`src/rtl/freq_gate_sequencer_pkg.sv`:
```
// Shared types for the frequency gate sequencer: FSM states, decade range
// encoding and the decade scale factors applied to the base gate window.
package freq_gate_sequencer_pkg;

    typedef enum logic [2:0] {
        ST_IDLE   = 3'd0,
        ST_CLEAR  = 3'd1,
        ST_GATE   = 3'd2,
        ST_SETTLE = 3'd3,
        ST_LATCH  = 3'd4,
        ST_REQ    = 3'd5
    } state_e;

    typedef enum logic [1:0] {
        RANGE_X1   = 2'd0,
        RANGE_X10  = 2'd1,
        RANGE_X100 = 2'd2
    } range_e;

    localparam logic [1:0]  RANGE_MAX      = 2'd2;
    localparam int unsigned DECADE_SCALE_0 = 1;
    localparam int unsigned DECADE_SCALE_1 = 10;
    localparam int unsigned DECADE_SCALE_2 = 100;

    function automatic int unsigned decade_scale(input logic [1:0] rng);
        case (rng)
            RANGE_X1:  decade_scale = DECADE_SCALE_0;
            RANGE_X10: decade_scale = DECADE_SCALE_1;
            default:   decade_scale = DECADE_SCALE_2;
        endcase
    endfunction

endpackage

```
`src/rtl/freq_gate_sequencer_gate_timer.sv`:
```
// Loadable down-counter with terminal-count flag; times both the gate window
// and the post-gate settle interval.
module freq_gate_sequencer_gate_timer #(
    parameter int unsigned W = 8
) (
    input  logic         clk,
    input  logic         rst_n,
    input  logic         load,
    input  logic [W-1:0] load_val,
    output logic         tc
);

    logic [W-1:0] cnt_q, cnt_d;

    always_comb begin
        cnt_d = cnt_q;
        if (load) begin
            cnt_d = load_val;
        end else if (cnt_q != '0) begin
            cnt_d = cnt_q - W'(1);
        end
    end

    always_ff @(posedge clk or negedge rst_n) begin
        if (!rst_n) begin
            cnt_q <= '0;
        end else begin
            cnt_q <= cnt_d;
        end
    end

    // Flags the last cycle of a loaded interval, so a load of N spans N cycles.
    assign tc = (cnt_q == W'(1));

endmodule

```
`src/rtl/freq_gate_sequencer.sv`:
```
// Gated-counter frequency measurement sequencer with display handshake.
// Optional decade autoranging is enabled by FREQ_GATE_SEQUENCER_AUTORANGE_EN.
//
// state  | meaning
// IDLE   | waiting for enable
// CLEAR  | one-cycle clear pulse to the external counter
// GATE   | counter gated on for GATE_CYCLES*10^range cycles
// SETTLE | gate closed, waiting for the synchronized count to settle
// LATCH  | capture count, overflow flag and range
// REQ    | result offered to the display until acknowledged
module freq_gate_sequencer
    import freq_gate_sequencer_pkg::*;
#(
    parameter int unsigned GATE_CYCLES   = 1000,
    parameter int unsigned SETTLE_CYCLES = 4,
    parameter int unsigned CW            = 24,
    parameter int unsigned LOW_THRESH    = 100
) (
    input  logic          clk,
    input  logic          rst_n,
    input  logic          enable,
    input  logic [CW-1:0] cnt_value,
    output logic          cnt_clear,
    output logic          gate_en,
    output logic [CW-1:0] result,
    output logic          overflow,
    output logic [1:0]    range,
    output logic          disp_req,
    input  logic          disp_ack
);

    localparam int unsigned GATE_TW = $clog2(GATE_CYCLES * 100 + 1);
    localparam int unsigned SET_TW  = $clog2(SETTLE_CYCLES + 1);
    localparam int unsigned TW      = (GATE_TW > SET_TW) ? GATE_TW : SET_TW;

    state_e        state_q, state_d;
    logic          cnt_clear_q, cnt_clear_d;
    logic          gate_en_q, gate_en_d;
    logic          disp_req_q, disp_req_d;
    logic          overflow_q, overflow_d;
    logic [CW-1:0] result_q, result_d;

    logic          tmr_load;
    logic [TW-1:0] tmr_load_val;
    logic          tmr_tc;
    logic [TW-1:0] gate_len;

`ifdef FREQ_GATE_SEQUENCER_AUTORANGE_EN
    localparam logic [CW-1:0] LOW_T = CW'(LOW_THRESH);

    // gate_range_q sets the next gate; range_q reports the range of the latched result.
    logic [1:0] gate_range_q, gate_range_d;
    logic [1:0] range_q, range_d;

    assign gate_len = TW'(GATE_CYCLES * decade_scale(gate_range_q));

    always_comb begin
        gate_range_d = gate_range_q;
        range_d      = range_q;
        if (state_q == ST_LATCH) begin
            range_d = gate_range_q;
            if ((&cnt_value) && (gate_range_q != RANGE_X1)) begin
                gate_range_d = gate_range_q - 2'd1;
            end else if ((cnt_value < LOW_T) && (gate_range_q < RANGE_MAX)) begin
                gate_range_d = gate_range_q + 2'd1;
            end
        end
    end

    always_ff @(posedge clk or negedge rst_n) begin
        if (!rst_n) begin
            gate_range_q <= RANGE_X1;
            range_q      <= RANGE_X1;
        end else begin
            gate_range_q <= gate_range_d;
            range_q      <= range_d;
        end
    end

    assign range = range_q;
`else
    assign gate_len = TW'(GATE_CYCLES);
    assign range    = RANGE_X1;
`endif

    always_comb begin
        state_d      = state_q;
        result_d     = result_q;
        overflow_d   = overflow_q;
        tmr_load     = 1'b0;
        tmr_load_val = gate_len;
        case (state_q)
            ST_IDLE: begin
                if (enable) state_d = ST_CLEAR;
            end
            ST_CLEAR: begin
                tmr_load = 1'b1;
                state_d  = enable ? ST_GATE : ST_IDLE;
            end
            ST_GATE: begin
                if (!enable) begin
                    state_d = ST_IDLE;
                end else if (tmr_tc) begin
                    tmr_load     = 1'b1;
                    tmr_load_val = TW'(SETTLE_CYCLES);
                    state_d      = ST_SETTLE;
                end
            end
            ST_SETTLE: begin
                if (!enable) begin
                    state_d = ST_IDLE;
                end else if (tmr_tc) begin
                    state_d = ST_LATCH;
                end
            end
            ST_LATCH: begin
                result_d   = cnt_value;
                overflow_d = &cnt_value;
                state_d    = ST_REQ;
            end
            ST_REQ: begin
                if (disp_ack) state_d = enable ? ST_CLEAR : ST_IDLE;
            end
            default: state_d = ST_IDLE;
        endcase

        // Outputs are decoded from the next state so they register in step with it.
        cnt_clear_d = (state_d == ST_CLEAR);
        gate_en_d   = (state_d == ST_GATE);
        disp_req_d  = (state_d == ST_REQ);
    end

    always_ff @(posedge clk or negedge rst_n) begin
        if (!rst_n) begin
            state_q     <= ST_IDLE;
            cnt_clear_q <= 1'b0;
            gate_en_q   <= 1'b0;
            disp_req_q  <= 1'b0;
            overflow_q  <= 1'b0;
            result_q    <= '0;
        end else begin
            state_q     <= state_d;
            cnt_clear_q <= cnt_clear_d;
            gate_en_q   <= gate_en_d;
            disp_req_q  <= disp_req_d;
            overflow_q  <= overflow_d;
            result_q    <= result_d;
        end
    end

    freq_gate_sequencer_gate_timer #(
        .W(TW)
    ) u_gate_timer (
        .clk     (clk),
        .rst_n   (rst_n),
        .load    (tmr_load),
        .load_val(tmr_load_val),
        .tc      (tmr_tc)
    );

    assign cnt_clear = cnt_clear_q;
    assign gate_en   = gate_en_q;
    assign disp_req  = disp_req_q;
    assign overflow  = overflow_q;
    assign result    = result_q;

endmodule
```
`config.mk`:
```
export PLATFORM = sky130hd
export DESIGN_NAME = freq_gate_sequencer
export DESIGN_NICKNAME = d
export VERILOG_FILES = /design/src/rtl/freq_gate_sequencer_pkg.sv /design/src/rtl/freq_gate_sequencer_gate_timer.sv /design/src/rtl/freq_gate_sequencer.sv
export SDC_FILE = /design/constraint.sdc
export NUM_CORES = 1
export LEC_CHECK = 0
export CAP_MARGIN = 20
export CORE_ASPECT_RATIO = 0.7
export CORE_MARGIN = 1
export CORE_UTILIZATION = 43
export CTS_CLUSTER_SIZE = 14
export DETAILED_ROUTE_END_ITERATION = 7
export PLACE_DENSITY = 0.83
export SKIP_CTS_REPAIR_TIMING = 1
export SYNTH_ARGS = -nofsm -noshare
export SYNTH_HDL_FRONTEND = slang
export SYNTH_SLANG_ARGS = --single-unit
```
`constraint.sdc`:
```
create_clock -name clk -period 6.45 [get_ports clk]
set_input_delay 0.645 -clock clk [delete_from_list [all_inputs] [get_ports clk]]
set_output_delay 0.645 -clock clk [all_outputs]
set_load 0.01 [all_outputs]
```
# == Word level (Yosys, flattened, before mapping) ==
# Index checks and enable logic that the tools add are counted.
# word_totals
ff_bits,48
in_bits,28
elab_cells,38
# classes
addsub,1
mux,17
reduce_logical,4
n_eq_ne,9
# op_table
op,count
$mux W17,2
$mux W10,3
$reduce_and A24 Y1,1
$mux W3,6
$pmux W3 S6,1
$eq A17 B1 Y1 const B,1
$reduce_bool A17 Y1,1
$sub A17 B1 Y17 const B,1
$eq A3 B2 Y1 const B,3
$eq A3 B3 Y1 const B,3
$eq A3 B1 Y1 const B,2
$logic_not A3 Y1,1
$mux W1,3
$mux W2,1
$pmux W1 S2,1
$reduce_bool A2 Y1,1

# == Depth between registers and ports, before layout ==
# logic_depth
ltp_word,5
depth_mapped,8
depth_no_buf,6

# == Cells and area by module ==
# From an unflattened synthesis, not the netlist that was laid out.
# hier_totals
hier_cells,213
hier_area_um2,2551.2
# modules_own_cells
mod,cells_per_inst,n_inst,area_per_inst_um2,seq_area_each_um2
freq_gate_sequencer,94,1,1427.6,775.7
freq_gate_sequencer_gate_timer,119,1,1123.6,425.4

# == Worst setup path before layout ==
# OpenSTA, ideal clock, no wires.
# synth_path
kind,flip-flop to flip-flop
startpoint,register u_gate_timer.cnt_q[10]
endpoint,register u_gate_timer.cnt_q[2]
synth_period_minus_slack_ns,2.194
path_slack_ns,4.256
path_stages_with_launch,7
required_ns,6.330
path_buffers,2
t_arrival_ns,2.074
cell_sequence,dfrtp_1 or4_1 buf_2 or4_4 buf_6 or2_1 a31o_1
# synth_via
elab_chain_len,5
word_cells_on_any_way,10
# synth_rtl
element,line,text
start: declaration,freq_gate_sequencer_gate_timer.sv:13,"logic [W-1:0] cnt_q, cnt_d;"
start signal: assignment,freq_gate_sequencer_gate_timer.sv:28,cnt_q <= cnt_d;
$eq A17 B1 Y1,freq_gate_sequencer_gate_timer.sv:33,assign tc = (cnt_q == W'(1));
$mux W1 / $mux W10 (equally long branches),freq_gate_sequencer.sv:103,end else if (tmr_tc) begin
$mux W1 / $mux W10 (equally long branches),freq_gate_sequencer.sv:101,if (!enable) begin
$pmux W1 S2 / $mux W10 (equally long branches),freq_gate_sequencer.sv:92,case (state_q)
$mux W17 / $reduce_bool A2 Y1 (equally long branches),--,
# Parallel ways exist; a longest one is shown, timed or not.
# A chain may end at the register's enable or synchronous reset.

# == Final worst setup path ==
# layout_path
startpoint,register u_gate_timer.cnt_q[0]
endpoint,register u_gate_timer.cnt_q[10]
# layout_via
elab_chain_len,5
word_cells_on_any_way,9
# layout_rtl
element
branches (longest 5 deep; another with $sub A17 B1 Y17)
# Parallel ways; which one is timed is not known. The select of a mux whose other input is x is not followed.

==> metrics.txt <==
dpl hpwl=3730 µm; min Tclk post-route=2.51 ns; CTS Buffer Depth=2; synth top area cells=dfrtp_1 53%, mux2_2 12%, or4_1 4.0%, o21ai_0 2.9%, a21oi_1 2.4%; gpl congestion=0.809; Setup TNS=0 ns; Worst slew margin=44.0%; Rows=21; Ports=58; startpoint types=flip-flop; P_int=0.615 mW; full die area=0.00557 mm²; CP max stage cell=or4b_2; Slew Limit Fails=0; Port-buffer cells=55; Congestion Overflow GR=0; Final ANT Viol Nets=0; sequential share of the synthesized area=53.0%; CP Class=reg2reg; Initial Util=46.1%; pwr/cell area=287 mW/mm²; first-pass GRT wire length=8430 µm; worst stage delay on the critical path=0.73 ns; Post-synth EDFFs=0; Layout area overhead=32.7%; H-tree depth=2; core box area=0.00491 mm²; most frequent cells in the layout=54 x clkdlybuf4s50_1, 48 x dfrtp_1, 24 x mux2_2; gr usage total=19.9%; CP Cell Sequence=inv_1 > ha_1 > or4b_2 > nor4_2 > or4_1 > a21oi_1; Worst Skew=0.00340 ns; leading cell type in the layout, fill and taps excluded=clkdlybuf4s50_1; Die Width=88.7 µm; critical path fanouts, max=10; CP top delay family=simple AND/OR/NAND/NOR gates; dpl ws=4.00 ns; Leakage Power=1.15 nW; initial antenna violation count=0; vias=1,755; vias per cell=5.47; final core utilization=61.1%; synthesis-stage register bit count=48; max-cap violations=0; Die Ht=62.7 µm; Psw=0.246 mW; CP endpoint kind=flip-flop; Fillers=391; fmax=398 MHz; Worst Path Arrival=2.68 ns; Comb pwr share=27.8%; status=finished, final reports clean; NumNets Final=282; DRT Pass-1 Iters=4; Clk pwr share=25.6%; drt wl/cell=15.9 µm; vias in the first global route=1,626; CP required=6.62 ns; average cell area after synthesis=11.4 µm²; clk slew on worst S/H paths=0.09 ns; Worst-Skew Late Latency=0.30 ns; async set-reset flop share out of synthesis=100%; Slew @ Worst Pin=0.832 ns; # diodes=0; drt drc=0; Hold Crit Class=in2async; root buf cell=clkbuf_8; sequential share of power=46.6%; unrepaired setup endpoints after global routing=no; total CTS buffers=5; YS warnings=0; post-synthesis instance total=198; Max VDD drop=0.000144 V; post-synth cell types=41; WL final=5110 µm; largest net degree at the start of global routing=49; Net Sw Frac=28.6%; TritonCTS clock tree=yes; Synth top area share=53.0%; starting DRC count in detailed routing=72; synthesized cell area=0.00226 mm²; share of cells above drive strength 1=17.5%; Tcrit/Tclk final=38.9%; Synth Flop Type=dfrtp_1; crit path buf inv count=1; Hold Fails Final Rpt=0; largest area contributor in the netlist=dfrtp_1; Final WS setup=3.94 ns; # setup viols final=0; clock sinks=48
==> Yosys cell counts, drive strengths merged (4+ instances only) <==
| master | n |
|---|---|
| a21oi | 11 |
| nor3 | 8 |
| nand2b | 4 |
| nor2 | 7 |
| or2 | 6 |
| o21ai | 14 |
| mux2 | 24 |
| buf | 4 |
| dfrtp | 48 |
| o31ai | 6 |
| nand4 | 7 |
| or4 | 13 |
| nand2 | 4 |
| clkbuf | 8 |
==> power groups by stage <==
stage                     clock (mW)  sequential (mW)  combinational, mW
after floorplan                    0            0.416              0.105
after global placement             0            0.403              0.235
after detailed placement           0            0.407              0.240
after CTS                      0.226            0.401              0.240
after global routing           0.240            0.409              0.262
final                          0.221            0.401              0.239
==> routing by layer <==
metal	part of all wire (%)	vias up	track usage, %
met4	0.78	0	5.44
met2	45	41	28.8
li1	-	839	-
met1	49	870	30.3
met3	4.5	5	3.96
met5	0	-	0
==> final cells by class <==
class | count | area, µm² | area share, %
flip-flops and latches | 48 | 1200 | 40.0
multi-input cells | 136 | 997 | 33.2
repair buffers | 57 | 593 | 19.7
well taps | 69 | 86.3 | 2.87
clock buffers | 5 | 68.8 | 2.29
clock inverters | 3 | 46.3 | 1.54
inverters | 3 | 11.3 | 0.375
==> per-stage QoR <==
stage / hold slack (ns) / total power, mW / cell area [µm²] / cells
6_report: 0.197 / 0.861 / 3000 / 321
5_1_grt: 0.207 / 0.912 / 3000 / 321
4_1_cts: 0.515 / 0.867 / 2980 / 320
3_5_place_dp: 0.494 / 0.647 / 2870 / 312
3_3_place_gp: 0.488 / 0.638 / 2840 / 311
2_1_floorplan: 0.349 / 0.521 / 2270 / 199
==> cell families (layout without fill, tap and decap cells) <==
logic type,Yosys count,count (layout),synth area share (%)
mux,24,24,11.9
xor+xnor,4,4,1.55
compound gates,41,41,11.4
simple gates,62,62,17.1
flops,48,48,53.0
fa+ha+maj,3,3,1.66
other cells,1,2,0.166
buf+inv,15,68,3.20
==> state kept, by name (all words and copies together), names as in the netlist <==
signal and count:
result 24, gate_en 1, cnt_clear 1, disp_req 1, overflow 1, state_q 3
u_gate_timer.cnt_q 17
==> worst register-to-register path, cell delays in order, from the launching register on <==
cell,delay (ns)
dfrtp_1,0.44
inv_1,0.10
ha_1,0.14
or4b_2,0.73
nor4_2,0.68
or4_1,0.22
a21oi_1,0.07
==> path summary, 6_finish.rpt <==
path	startpoint	endpoint	slack [ns]	depth (start not counted)
max	u_gate_timer.cnt_q[0]$_DFFE_PN0P_	u_gate_timer.cnt_q[10]$_DFFE_PN0P_	3.94	6
min	rst_n	gate_en$_DFF_PN0_	0.20	1
max reg2reg	u_gate_timer.cnt_q[0]$_DFFE_PN0P_	u_gate_timer.cnt_q[10]$_DFFE_PN0P_	3.94	6
min reg2reg	result[19]$_DFFE_PN0P_	result[19]$_DFFE_PN0P_	0.51	1
max in group asynchronous	rst_n	result[2]$_DFFE_PN0P_	5.78	2
min in group clk	result[19]$_DFFE_PN0P_	result[19]$_DFFE_PN0P_	0.51	1
Power figures use the tool's default switching activity.
==> patch, RTL diff (same settings) <==
`CW`: 24 -> 48.
--- a/src/rtl/freq_gate_sequencer.sv
+++ b/src/rtl/freq_gate_sequencer.sv
@@ -15,3 +15,3 @@
     parameter int unsigned SETTLE_CYCLES = 4,
-    parameter int unsigned CW            = 24,
+    parameter int unsigned CW            = 48,
     parameter int unsigned LOW_THRESH    = 100
Ports: changed (resized cnt_value and result); port bits go from 58 to 106. No check against the original RTL was run, so the function may have changed too.
==> patch against the unedited design <==
Wire length is 48% higher; largest cell class unchanged; die area is 40% higher; sequential cell count is 24 higher; final area is 51% higher; area after synthesis is 41% higher; worst setup slack better by 0.068 ns; critical endpoint is now u_gate_timer.cnt_q[13]$_DFFE_PN0P_; total power is 78% higher.
==> patch: results (changes against the unedited design) <==
Sequential share of the synthesized area: 0.564 (+0.0337)
Routability cong.: 0.852 (+5.4%)
Max stage delay on crit path: 0.58 ns (-0.15 ns)
FF-to-FF End: u_gate_timer.cnt_q[13]$_DFFE_PN0P_
IO buf count: 103 (+87%)
Clock transition at the registers of the reported paths: 0.07 ns (-0.02 ns)
Vias: 2,532 (+44%)
H-tree Lvls: 3 (+1)
Worst Path Max Fanout: 7 (-3)
Reg2Reg Depth: 7 (+1)
Largest net degree at the start of global routing: 73 (+49%)
Status: complete, no violations
Reg2Reg Setup Slack: 4.01 ns (+0.07 ns)
Critical-path top delay cell: o21ai_0
CTS Buf Count: 9 (+4)
Worst EP arrival: 2.66 ns (-0.02 ns)
Main area contributors after synthesis: dfrtp_1, mux2_2, nand4_1
Max reg flops: 48 (+100%)
Initial DRC Count: 146 (+100%)
Layout cells sized above 1: 0.191 (+0.0168)
Global-route usage over all layers: 0.202 (+0.00295)
RR Startpoint: u_gate_timer.cnt_q[1]$_DFFE_PN0P_
Clock skew: 0.0105 ns (+0.00713 ns)
First-pass GRT wire length: 12,200 um (+45%)
Most frequent cells after synthesis: dfrtp_1, mux2_2, nand4_1, nand2_1
Actual slew at the worst max-slew pin: 0.899 ns (+0.0668 ns)
Slew Viols, Final: 0 (unchanged)
HPWL after DPL: 5460 um (+46%)
Leak pwr: 1.80 nW (+57%)
Met2 wire length: 3430 um (+48%)
Wire per inst: 16.3 um (+2.1%)
Skew-Pair Late Insertion Delay: 0.35 ns (+0.05 ns)
P_sw: 432 uW (+75%)
Post-Syn Instances: 260 (+31%)
Final WL: 7560 um (+48%)
Post-synth cell types: 37 (-9.8%)
# nets final: 421 (+49%)
DRT met1 WL: 3490 um (+39%)
Dpl cells: 449 (+44%)
Metal3 WL: 504 um (+120%)
## patch: area by class of cell
class | instances | area (um2)
clock buffers | 10 | 128
clock inverters | 6 | 108
fillers | 543 | 2440
inverters | 3 | 11.3
multi-input cells | 174 | 1320
flip-flops and latches | 72 | 1800
well taps | 94 | 118
repair buffers | 106 | 1050
## patch: worst register-to-register path: stages, from the launching register on
cell and delay [ns]:
dfrtp_1 0.42, inv_1 0.13, ha_1 0.18, nor4b_1 0.46, nand3_1 0.21, o21ai_0 0.58
buf_4 0.27, a21oi_1 0.06
## patch: cells by family (layout without fill, tap and decap cells)
kind of cell | after synthesis | after routing | synth area share
compound gates | 38 | 38 | 0.0725
xor+xnor | 5 | 5 | 0.0137
fa+ha+maj | 3 | 3 | 0.0118
buf+inv | 15 | 125 | 0.0251
flops | 72 | 72 | 0.564
mux | 48 | 48 | 0.169
other cells | 1 | 2 | 0.00117
simple gates | 78 | 78 | 0.143
## patch: stage by stage
step	instance area (um2)	utilization	power [mW]	setup slack, ns	hold slack [ns]
4_1_cts	4540	0.651	1.55	4.05	0.512
6_report	4540	0.651	1.54	4.01	0.506
2_1_floorplan	3200	-	0.857	4.38	0.349
5_1_grt	4540	0.651	1.62	3.81	0.524
3_3_place_gp	4300	0.616	1.10	3.54	0.488
3_5_place_dp	4300	0.617	1.12	3.84	0.495
## patch: worst max path at each step
| stage | startpoint | endpoint | slack, ns | depth (start not counted) |
|---|---|---|---|---|
| global placement | enable | u_gate_timer.cnt_q[9]$_DFFE_PN0P_ | 3.54 | 5 |
| finish | u_gate_timer.cnt_q[1]$_DFFE_PN0P_ | u_gate_timer.cnt_q[13]$_DFFE_PN0P_ | 4.01 | 7 |
| detailed placement | enable | u_gate_timer.cnt_q[13]$_DFFE_PN0P_ | 3.84 | 6 |
| floorplan | u_gate_timer.cnt_q[0]$_DFFE_PN0P_ | u_gate_timer.cnt_q[12]$_DFFE_PN0P_ | 4.38 | 7 |
| global route | u_gate_timer.cnt_q[10]$_DFFE_PN0P_ | u_gate_timer.cnt_q[16]$_DFFE_PN0P_ | 3.81 | 5 |
| CTS | u_gate_timer.cnt_q[1]$_DFFE_PN0P_ | u_gate_timer.cnt_q[13]$_DFFE_PN0P_ | 4.05 | 7 |
## patch: routing by layer
metal / up-vias / track usage
met3: 11 / 0.0587
met1: 1233 / 0.270
li1: 1185 / -
met5: - / 0
met2: 103 / 0.315
met4: 0 / 0.0861
## patch: power by group through the flow
stage	clock network (mW)	logic (mW)	registers, mW
after floorplan	0	0.179	0.679
after global placement	0	0.460	0.643
after detailed placement	0	0.472	0.652
after CTS	0.430	0.475	0.644
after global routing	0.451	0.506	0.660
final	0.419	0.472	0.644
